`src/rtl/huffman_pkg.sv`:
```
// rtl/huffman_pkg.sv - shared widths, ids, child field slices and FSM states for the Huffman decoder
// Ports: none (package).
package huffman_pkg;

  localparam int SYM_W     = 3;   // 8 leaf symbols
  localparam int ID_W      = 4;   // 0-7 leaves, 8-14 internal nodes 1-7, 15 invalid
  localparam int NODE_W    = 13;  // full descriptor width from generate_tree
  localparam int MAX_DEPTH = 7;   // longest legal code, in bits
  localparam int DEPTH_W   = 3;
  localparam int N_NODES   = 7;
  localparam int CHILD_W   = 2 * ID_W;  // only the child-id part of a descriptor is kept

  localparam logic [ID_W-1:0] ROOT_ID    = 4'd14;
  localparam logic [ID_W-1:0] LEAF_MAX   = 4'd7;
  localparam logic [ID_W-1:0] INVALID_ID = 4'd15;

  // Child id fields inside a node descriptor.
  localparam int LEFT_MSB  = 7;
  localparam int LEFT_LSB  = 4;
  localparam int RIGHT_MSB = 3;
  localparam int RIGHT_LSB = 0;

  typedef enum logic [1:0] {
    NO_TREE,
    WALK,
    HOLD,
    ERR
  } state_t;

  function automatic logic is_leaf(input logic [ID_W-1:0] id);
    return id <= LEAF_MAX;
  endfunction

endpackage

```
`src/rtl/huffman_decode_if.sv`:
```
// rtl/huffman_decode_if.sv - code-bit input stream and symbol output stream of the decoder
// Signals: bit_in/bit_valid/bit_ready (code bits, 0 = left, 1 = right),
//          sym_out/sym_valid/sym_ready (decoded symbols).
// Modports: master = bit source + symbol sink, slave = decoder.
interface huffman_decode_if;
  import huffman_pkg::*;

  logic             bit_in;
  logic             bit_valid;
  logic             bit_ready;
  logic [SYM_W-1:0] sym_out;
  logic             sym_valid;
  logic             sym_ready;

  modport master (
    output bit_in, bit_valid, sym_ready,
    input  bit_ready, sym_out, sym_valid
  );

  modport slave (
    input  bit_in, bit_valid, sym_ready,
    output bit_ready, sym_out, sym_valid
  );

endinterface

```
`src/rtl/huffman_node_mux.sv`:
```
// rtl/huffman_node_mux.sv - picks the left or right child id of the current node
// Ports: nodes (7 stored child-id pairs, index 0 = node 1 = id 8), cur (current node id),
//        bit_in (0 = left, 1 = right), child (selected child id).
module huffman_node_mux
  import huffman_pkg::*;
(
  input  logic [N_NODES-1:0][CHILD_W-1:0] nodes,
  input  logic [ID_W-1:0]                 cur,
  input  logic                            bit_in,
  output logic [ID_W-1:0]                 child
);

  logic [CHILD_W-1:0] sel;

  always_comb begin
    sel = '0;
    for (int i = 0; i < N_NODES; i++) begin
      if (cur == 4'(i + 8)) sel = nodes[i];
    end
    child = bit_in ? sel[RIGHT_MSB:RIGHT_LSB] : sel[LEFT_MSB:LEFT_LSB];
  end

endmodule

```
`src/rtl/huffman_decode.sv`:
```
// rtl/huffman_decode.sv - serial Huffman tree walker, one code bit per accepted bit
// Ports: CLK, nRST (async active-low), tree_load (loads info_node_1..7, restarts the walk),
//        info_node_1..7 (node k = id k+7, [7:4] left child, [3:0] right child),
//        bus (huffman_decode_if.slave: bit stream in, symbol stream out),
//        dec_err (sticky: invalid child or code longer than MAX_DEPTH),
//        sym_count (only with HUFF_DECODE_STATS_EN: saturating count of consumed symbols).
module huffman_decode
  import huffman_pkg::*;
(
  input  logic              CLK,
  input  logic              nRST,
  input  logic              tree_load,
  input  logic [NODE_W-1:0] info_node_1,
  input  logic [NODE_W-1:0] info_node_2,
  input  logic [NODE_W-1:0] info_node_3,
  input  logic [NODE_W-1:0] info_node_4,
  input  logic [NODE_W-1:0] info_node_5,
  input  logic [NODE_W-1:0] info_node_6,
  input  logic [NODE_W-1:0] info_node_7,
  huffman_decode_if.slave   bus,
  output logic              dec_err
`ifdef HUFF_DECODE_STATS_EN
  ,
  output logic [15:0]       sym_count
`endif
);

  state_t                          state;
  logic [N_NODES-1:0][CHILD_W-1:0] nodes;
  logic [N_NODES-1:0][CHILD_W-1:0] load_nodes;
  logic [ID_W-1:0]                 cur;
  logic [ID_W-1:0]                 child;
  logic [DEPTH_W-1:0]              depth;
  logic [SYM_W-1:0]                sym_out_q;
  logic                            sym_valid_q;
  logic                            bit_ready;
  logic                            accept;
  logic                            descend_ok;

  // Descriptor bits above the child ids belong to the tree builder, not to us.
  logic unused_hi;
  assign unused_hi = ^{info_node_1[NODE_W-1:CHILD_W], info_node_2[NODE_W-1:CHILD_W],
                       info_node_3[NODE_W-1:CHILD_W], info_node_4[NODE_W-1:CHILD_W],
                       info_node_5[NODE_W-1:CHILD_W], info_node_6[NODE_W-1:CHILD_W],
                       info_node_7[NODE_W-1:CHILD_W]};

  assign load_nodes = {info_node_7[LEFT_MSB:RIGHT_LSB], info_node_6[LEFT_MSB:RIGHT_LSB],
                       info_node_5[LEFT_MSB:RIGHT_LSB], info_node_4[LEFT_MSB:RIGHT_LSB],
                       info_node_3[LEFT_MSB:RIGHT_LSB], info_node_2[LEFT_MSB:RIGHT_LSB],
                       info_node_1[LEFT_MSB:RIGHT_LSB]};

  huffman_node_mux u_node_mux (
    .nodes  (nodes),
    .cur    (cur),
    .bit_in (bus.bit_in),
    .child  (child)
  );

  // In HOLD a bit may only enter when the pending symbol leaves in the same cycle.
  always_comb begin
    case (state)
      WALK:    bit_ready = 1'b1;
      HOLD:    bit_ready = bus.sym_ready;
      default: bit_ready = 1'b0;
    endcase
  end

  assign accept     = bus.bit_valid && bit_ready;
  // Descending is legal only if the extra level still leaves room for a leaf bit.
  assign descend_ok = (child != INVALID_ID) && (({1'b0, depth} + 4'd1) < 4'(MAX_DEPTH));

  assign bus.bit_ready = bit_ready;
  assign bus.sym_out   = sym_out_q;
  assign bus.sym_valid = sym_valid_q;

  always_ff @(posedge CLK or negedge nRST) begin
    if (!nRST) begin
      state       <= NO_TREE;
      nodes       <= '0;
      cur         <= ROOT_ID;
      depth       <= '0;
      sym_out_q   <= '0;
      sym_valid_q <= 1'b0;
      dec_err     <= 1'b0;
    end else if (tree_load) begin
      // Overrides any bit accepted this cycle; a partial code is dropped.
      nodes       <= load_nodes;
      cur         <= ROOT_ID;
      depth       <= '0;
      sym_valid_q <= 1'b0;
      dec_err     <= 1'b0;
      state       <= WALK;
    end else begin
      case (state)
        WALK, HOLD: begin
          if (accept) begin
            if (is_leaf(child)) begin
              sym_out_q   <= child[SYM_W-1:0];
              sym_valid_q <= 1'b1;
              cur         <= ROOT_ID;
              depth       <= '0;
              state       <= HOLD;
            end else if (descend_ok) begin
              sym_valid_q <= 1'b0;
              cur         <= child;
              depth       <= depth + 3'd1;
              state       <= WALK;
            end else begin
              sym_valid_q <= 1'b0;
              dec_err     <= 1'b1;
              state       <= ERR;
            end
          end else if (state == HOLD && bus.sym_ready) begin
            sym_valid_q <= 1'b0;
            state       <= WALK;
          end
        end
        default: ;
      endcase
    end
  end

`ifdef HUFF_DECODE_STATS_EN
  always_ff @(posedge CLK or negedge nRST) begin
    if (!nRST) begin
      sym_count <= '0;
    end else if (tree_load) begin
      sym_count <= '0;
    end else if (sym_valid_q && bus.sym_ready && sym_count != 16'hFFFF) begin
      sym_count <= sym_count + 16'd1;
    end
  end
`endif

endmodule
```
`src/flat_wrapper.sv`:
```
// flat-port wrapper written by rule: the top's interface ports become plain ports
module huffman_decode_flat import huffman_pkg::*;
  (CLK, nRST, tree_load, info_node_1, info_node_2, info_node_3, info_node_4, info_node_5, info_node_6, info_node_7, dec_err, bus_bit_in, bus_bit_valid, bus_sym_ready, bus_bit_ready, bus_sym_out, bus_sym_valid);
  huffman_decode_if bus_i ();
  input  logic CLK;
  input  logic nRST;
  input  logic tree_load;
  input  logic [NODE_W-1:0] info_node_1;
  input  logic [NODE_W-1:0] info_node_2;
  input  logic [NODE_W-1:0] info_node_3;
  input  logic [NODE_W-1:0] info_node_4;
  input  logic [NODE_W-1:0] info_node_5;
  input  logic [NODE_W-1:0] info_node_6;
  input  logic [NODE_W-1:0] info_node_7;
  output logic dec_err;
  input wire logic [$bits(bus_i.bit_in)-1:0] bus_bit_in;
  input wire logic [$bits(bus_i.bit_valid)-1:0] bus_bit_valid;
  input wire logic [$bits(bus_i.sym_ready)-1:0] bus_sym_ready;
  output wire logic [$bits(bus_i.bit_ready)-1:0] bus_bit_ready;
  output wire logic [$bits(bus_i.sym_out)-1:0] bus_sym_out;
  output wire logic [$bits(bus_i.sym_valid)-1:0] bus_sym_valid;
  assign bus_i.bit_in = bus_bit_in;
  assign bus_i.bit_valid = bus_bit_valid;
  assign bus_i.sym_ready = bus_sym_ready;
  assign bus_bit_ready = bus_i.bit_ready;
  assign bus_sym_out = bus_i.sym_out;
  assign bus_sym_valid = bus_i.sym_valid;
  huffman_decode u_core (.CLK(CLK), .nRST(nRST), .tree_load(tree_load), .info_node_1(info_node_1), .info_node_2(info_node_2), .info_node_3(info_node_3), .info_node_4(info_node_4), .info_node_5(info_node_5), .info_node_6(info_node_6), .info_node_7(info_node_7), .bus(bus_i), .dec_err(dec_err));
endmodule
```
`config.mk`:
```
export PLATFORM = sky130hd
export DESIGN_NAME = huffman_decode_flat
export DESIGN_NICKNAME = d
export VERILOG_FILES = /design/src/rtl/huffman_pkg.sv /design/src/rtl/huffman_decode_if.sv /design/src/rtl/huffman_node_mux.sv /design/src/rtl/huffman_decode.sv /design/src/flat_wrapper.sv
export SDC_FILE = /design/constraint.sdc
export NUM_CORES = 1
export LEC_CHECK = 0
export ABC_AREA = 1
export ABC_CLOCK_PERIOD_IN_PS = 2050
export CAP_MARGIN = 20
export CORE_UTILIZATION = 40
export DETAILED_ROUTE_END_ITERATION = 7
export GPL_ROUTABILITY_DRIVEN = 0
export GPL_TIMING_DRIVEN = 0
export PLACE_DENSITY_LB_ADDON = 0.12
export SLEW_MARGIN = 20
export SYNTH_ARGS = -nofsm -noshare
export SYNTH_HDL_FRONTEND = slang
export SYNTH_SLANG_ARGS = --single-unit
```
`constraint.sdc`:
```
create_clock -name CLK -period 2.05 [get_ports CLK]
set_clock_uncertainty 0.15 [all_clocks]
set_input_delay 0.615 -clock CLK [delete_from_list [all_inputs] [get_ports CLK]]
set_output_delay 0.615 -clock CLK [all_outputs]
set_load 0.02 [all_outputs]
```
Word-level counts from Yosys, hierarchy flattened. Cells that the tools add are included. Widths: inputs -> output; s select.

Bitwise gates (word level): 1. Multiplexer cells: 35. Reduce and logical (&&, ||, !) cells: 12. Eq/ne operators: 12. Add/sub/neg operators: 2. $lt $le $gt $ge: 2.

Operators with widths (number): $mux 8 (7); $eq 4x4->1 const B (7); $mux 4 (6); $mux 3 (5); $mux 2 (6); $mux 1 (10); $reduce_and 4->1 (2); $reduce_bool 3->1 (2); $add 3x1->4 const B (1); $le 4x3->1 const B (1); $lt 4x3->1 const B (1); $ne 2x2->1 const B (2); $ne 4x4->1 const B (1); $reduce_bool 2->1 (2); $add 3x1->3 const B (1); $logic_and 1x1->1 (3); $reduce_and 3->1 (1); $eq 2x1->1 const B (1); $eq 2x2->1 const B (1); $pmux 1 s2 (1); $reduce_and 2->1 (1); $reduce_or 2->1 (1); $not 1->1 (1).

Input bits: 97. Register bits after elaboration: 70.

Logic depth before layout (Yosys ltp).
Word-level depth: 16. Gate-level depth with buffers: 17.

By module. Synthesis repeated with hierarchy kept, for this count alone.

Cell total of the unflattened synthesis: 458. Area total of the unflattened synthesis: 3407.0 µm².

Modules (own cells, without submodules): huffman_decode (instances 1, area an instance 2830.2 µm², seq. area each 1755.4 µm², cells an instance 333); huffman_node_mux (instances 1, area an instance 576.8 µm², seq. area each 0.0 µm², cells an instance 125).

Worst setup path after synthesis. Ideal clock, no wire load.

Path type: reg-to-reg. Start: reg u_core.cur[3]. End: reg u_core.cur[0]. Period minus slack after synthesis: 2.041 ns. Stages on the path, launching flop included: 18. Path slack: 0.009 ns. Data required time: 1.834 ns. Arrival time: 1.825 ns. Cell sequence: dfstp_2 inv_1 nor2_1 buf_2 nand3_1 inv_2 nand2_1 nand4_1 nand2_1 nand2_1 inv_2 nor2_1 nand2_1 nand2_2 nand2_4 nand2_4 nand2_1 nand2_1.

Word-level cells in the longest chain between the ends: 14. Elaborated cells on any way between the ends: 25. Those cells by class: order compare: 1; eq/ne: 8; mux: 13; reduce/logical: 3.

RTL lines: start: declaration (line huffman_decode.sv:31) `logic [ID_W-1:0] cur;`; start signal: assignment (line huffman_decode.sv:105) `cur <= child;`; $eq 4x4->1 (line huffman_node_mux.sv:18) `if (cur == 4'(i + 8)) sel = nodes[i];`; $mux 8 (6 in series) (line huffman_node_mux.sv:18); $mux 8 * (line huffman_node_mux.sv:18); $mux 4 * (line huffman_node_mux.sv:20) `child = bit_in ? sel[RIGHT_MSB:RIGHT_LSB] : sel[LEFT_MSB:LEFT_LSB];`; $le 4x3->1 / $mux 4 (equally long branches) (line huffman_pkg.sv:31, huffman_decode.sv:103); $mux 4 (line huffman_decode.sv:97) `if (is_leaf(child)) begin`; $mux 4 (line huffman_decode.sv:96) `if (accept) begin`; $mux 4 (line huffman_decode.sv:94) `case (state)`; $mux 4 (line huffman_decode.sv:85) `end else if (tree_load) begin`.

Mark *: on every way between the ends. The rest lies on a longest branch, timed or not. The select of a mux whose other input is x is not followed. A chain may end at the register's enable or synchronous reset.

Worst setup path in the final report.
Start: reg u_core.cur[2]. End: reg u_core.cur[0].

Same word-level chain as after synthesis.

==> results.cfg <==
[outcome]
status = finished with violations
violations = negative setup slack

[timing]
fin_ws_ns = -0.208
worstMarginPinSlew_ns = 0.523
final-hold-violation-count = 0
setup-violations-final = 15
slew_viol_final = 0
period_minus_slack_ns = 2.26
rsz0062_at_grt = true
fmax_mhz = 443
relSlewSlack = 0.651
post-route-period-util = 1.10

[floorplan]
fp-row-count = 33
io_pins = 103
core_area_sq_mm = 0.00822
dieWidth_microns = 94.2
initial_core_util = 0.414
fp.dieArea_sq_mm = 0.00888
dieHeight_microns = 94.2

[synth]
synthArstFlopShare = 1.00
avgSynthCellArea_sq_um = 7.46
netlist-cell-type-count = 25
postSynthCellCount = 456
yosysWarnings = 0
synth_edf_count = 0
syn_nets = 557
syn_area_sq_mm = 0.00340
yosysSeqAreaShare = 0.516
synth_ff_type = dfrtp_1
ys_ff_latch = 70

[clocking]
insertion_delay_ns = 0.34
cts_root_buf = clkbuf_8
cts_sinks = 70
h-tree-depth = 3
numCtsBuffers = 9
cts.clk_slew.worst_paths_ns = 0.07
clockBufferDepth = 2
cts_tree = yes

[detailed_routing]
wire_per_inst_microns = 13.4
drc_errors = 0
num_vias = 3177
drtAntennaViolNets = 0
dr.pass1.iters = 5
post_drt_via_cell_ratio = 4.77
wirelength_mm = 8.92
first_iter_violations = 165

[placement]
dpl.hpwl_mm = 6.43
port-buffer-count = 66
placed_cell_area_sq_mm = 0.00422
place_ws_ns = -0.621

[critical_path]
crit_buf_inv = 3
rr_worst_depth = 17
crit_cells = 17
cp-startpoint = u_core.cur[2]$_DFFE_PN1P_
rr_startpoint = u_core.cur[2]$_DFFE_PN1P_
r2r_end = u_core.cur[0]$_DFFE_PN0P_
worstPathCellList = nor2_4, buf_6, buf_4, nand3_1, nand2_1, nor2_1, nand4_1, nand2_1, nand2_2, inv_2, nor2_1, nand2_1, nand2_2, nand2_4, nand2_8, nand2_1, nand2_1
crit_type = flop to flop
rrSetupSlack_ns = -0.21
cp-endpoint = u_core.cur[0]$_DFFE_PN0P_
slowest_stage = dfstp_2
critPathLaunchType = flop
cp_common_cell = nand2_1
slowest_delay_ns = 0.58
worstSetupEndpointType = flop
cp_top_family = simple AND/OR/NAND/NOR gates
cp.required_ns = 2.13
crit_fanout = 7
worstPathArrival_ns = 2.34

[layout]
area_growth_pct = 39.5
mostFrequentLayoutCells = 208 x nand2_1, 66 x dfrtp_1, 58 x clkdlybuf4s50_1
design_area_sq_mm = 0.00475
nets = 657
antenna_cells = 0
drive_above_1_share = 0.160
layout_commonest_cell = nand2_1

[power]
ir_drop_mv = 0.428
p_leak_nw = 2.45
power-per-cell-area_mw_per_mm2 = 1050

[global_routing]
grt_use_total = 0.224
antenna_found_initial = 0
first_global_vias = 3143
gr-total-overflow = 0
grt_max_degree = 57
grt_pass1_wl_mm = 15.0

[flow_run]
drv_cap = 0

[min_path]
hp-class = flop to flop
-- worst min path at each step --
stage / startpoint / to / slack, ns / cells after the start
CTS: u_core.nodes[16]$_DFFE_PN0P_ / u_core.nodes[16]$_DFFE_PN0P_ / 0.33 / 2
finish: u_core.nodes[16]$_DFFE_PN0P_ / u_core.nodes[16]$_DFFE_PN0P_ / 0.32 / 2
floorplan: nRST / u_core.bus.sym_out[0]$_DFFE_PN0P_ / 0.17 / 0
detailed placement: u_core.nodes[16]$_DFFE_PN0P_ / u_core.nodes[16]$_DFFE_PN0P_ / 0.31 / 2
global route: u_core.nodes[16]$_DFFE_PN0P_ / u_core.nodes[16]$_DFFE_PN0P_ / 0.34 / 2
global placement: u_core.nodes[16]$_DFFE_PN0P_ / u_core.nodes[16]$_DFFE_PN0P_ / 0.31 / 2
-- per-layer routing --
layer  GRT usage  up-vias  part of all wire
met3      0.0348       23             0.041
met4       0.106        0             0.031
met2       0.348       97              0.46
met5           0        -                 0
met1       0.305     1452              0.47
li1            -     1605                 -
-- state kept, by name (all words and copies together) (netlist names) --
signal and count:
u_core.nodes 56, u_core.cur 4, u_core.bus.sym_out 3, u_core.dec_err 1
u_core.bus.sym_valid 1, u_core.state 2, u_core.depth 3
-- cells in the mapped netlist, types with 2 or more instances --
cell / number / area (sq um)
nand2_4: 2 / 22.5
nor2_1: 27 / 101
nand4_1: 8 / 50.1
dfstp_2: 3 / 78.8
buf_1: 4 / 15.0
o21ai_1: 6 / 30.0
dfrtp_1: 67 / 1680
nand2_1: 217 / 815
clkbuf_1: 10 / 37.5
o21ai_0: 16 / 80.1
nand3_1: 34 / 170
ha_1: 4 / 50.1
inv_1: 38 / 143
a21oi_1: 2 / 10.0
nor2_4: 2 / 22.5
nor3_1: 2 / 10.0
inv_2: 5 / 18.8
nand2_2: 2 / 12.5
-- metrics by stage --
step           instances  setup TNS (ns)  power [mW]  hold slack (ns)   util
2_1_floorplan        456               0        2.76            0.169      -
3_3_place_gp         627         -161.25        3.30            0.308  0.510
3_5_place_dp         628          -11.32        3.35            0.310  0.513
4_1_cts              661           -1.45        4.74            0.327  0.562
5_1_grt              666           -4.08        5.30            0.344  0.578
6_report             666           -2.18        4.97            0.324  0.578
-- cell type report --
class                      count  area (sq um)
fill                         787          3470
sequential                    70          1760
multi-input combinational    326          1560
timing repair buffer          89           855
clock buffer                  15           176
inverter                      43           164
tap                          105           131
buffer                        17          95.1
clock inverter                 1          5.00
-- tightest hold or removal path: stages (launching register included) --
cell and delay, ns:
dfrtp_1 0.34, nand2_1 0.05, nand2_1 0.05
-- power by group --
group	switching (mW)	internal, mW
Combinational	1.24	0.962
Clock	0.491	0.539
Sequential	0.153	1.59
-- what timing repair did --
action,4_1_cts,5_1_grt
pin swaps,16,10
gates resized for setup,40,26
hold buffers,1,0
endpoints found under the setup margin,20,20
endpoints found under the hold margin,14,0
buffers inserted,16,5
-- kinds of logic (layout without fill, tap and decap cells) --
kind of cell	after synthesis	after routing	share of synthesized area
xor+xnor	1	1	0.00257
flops	70	70	0.516
compound gates	26	26	0.0401
buf+inv	60	165	0.0699
simple gates	295	295	0.357
fa+ha+maj	4	4	0.0147
(Power assumes the default switching activity.)
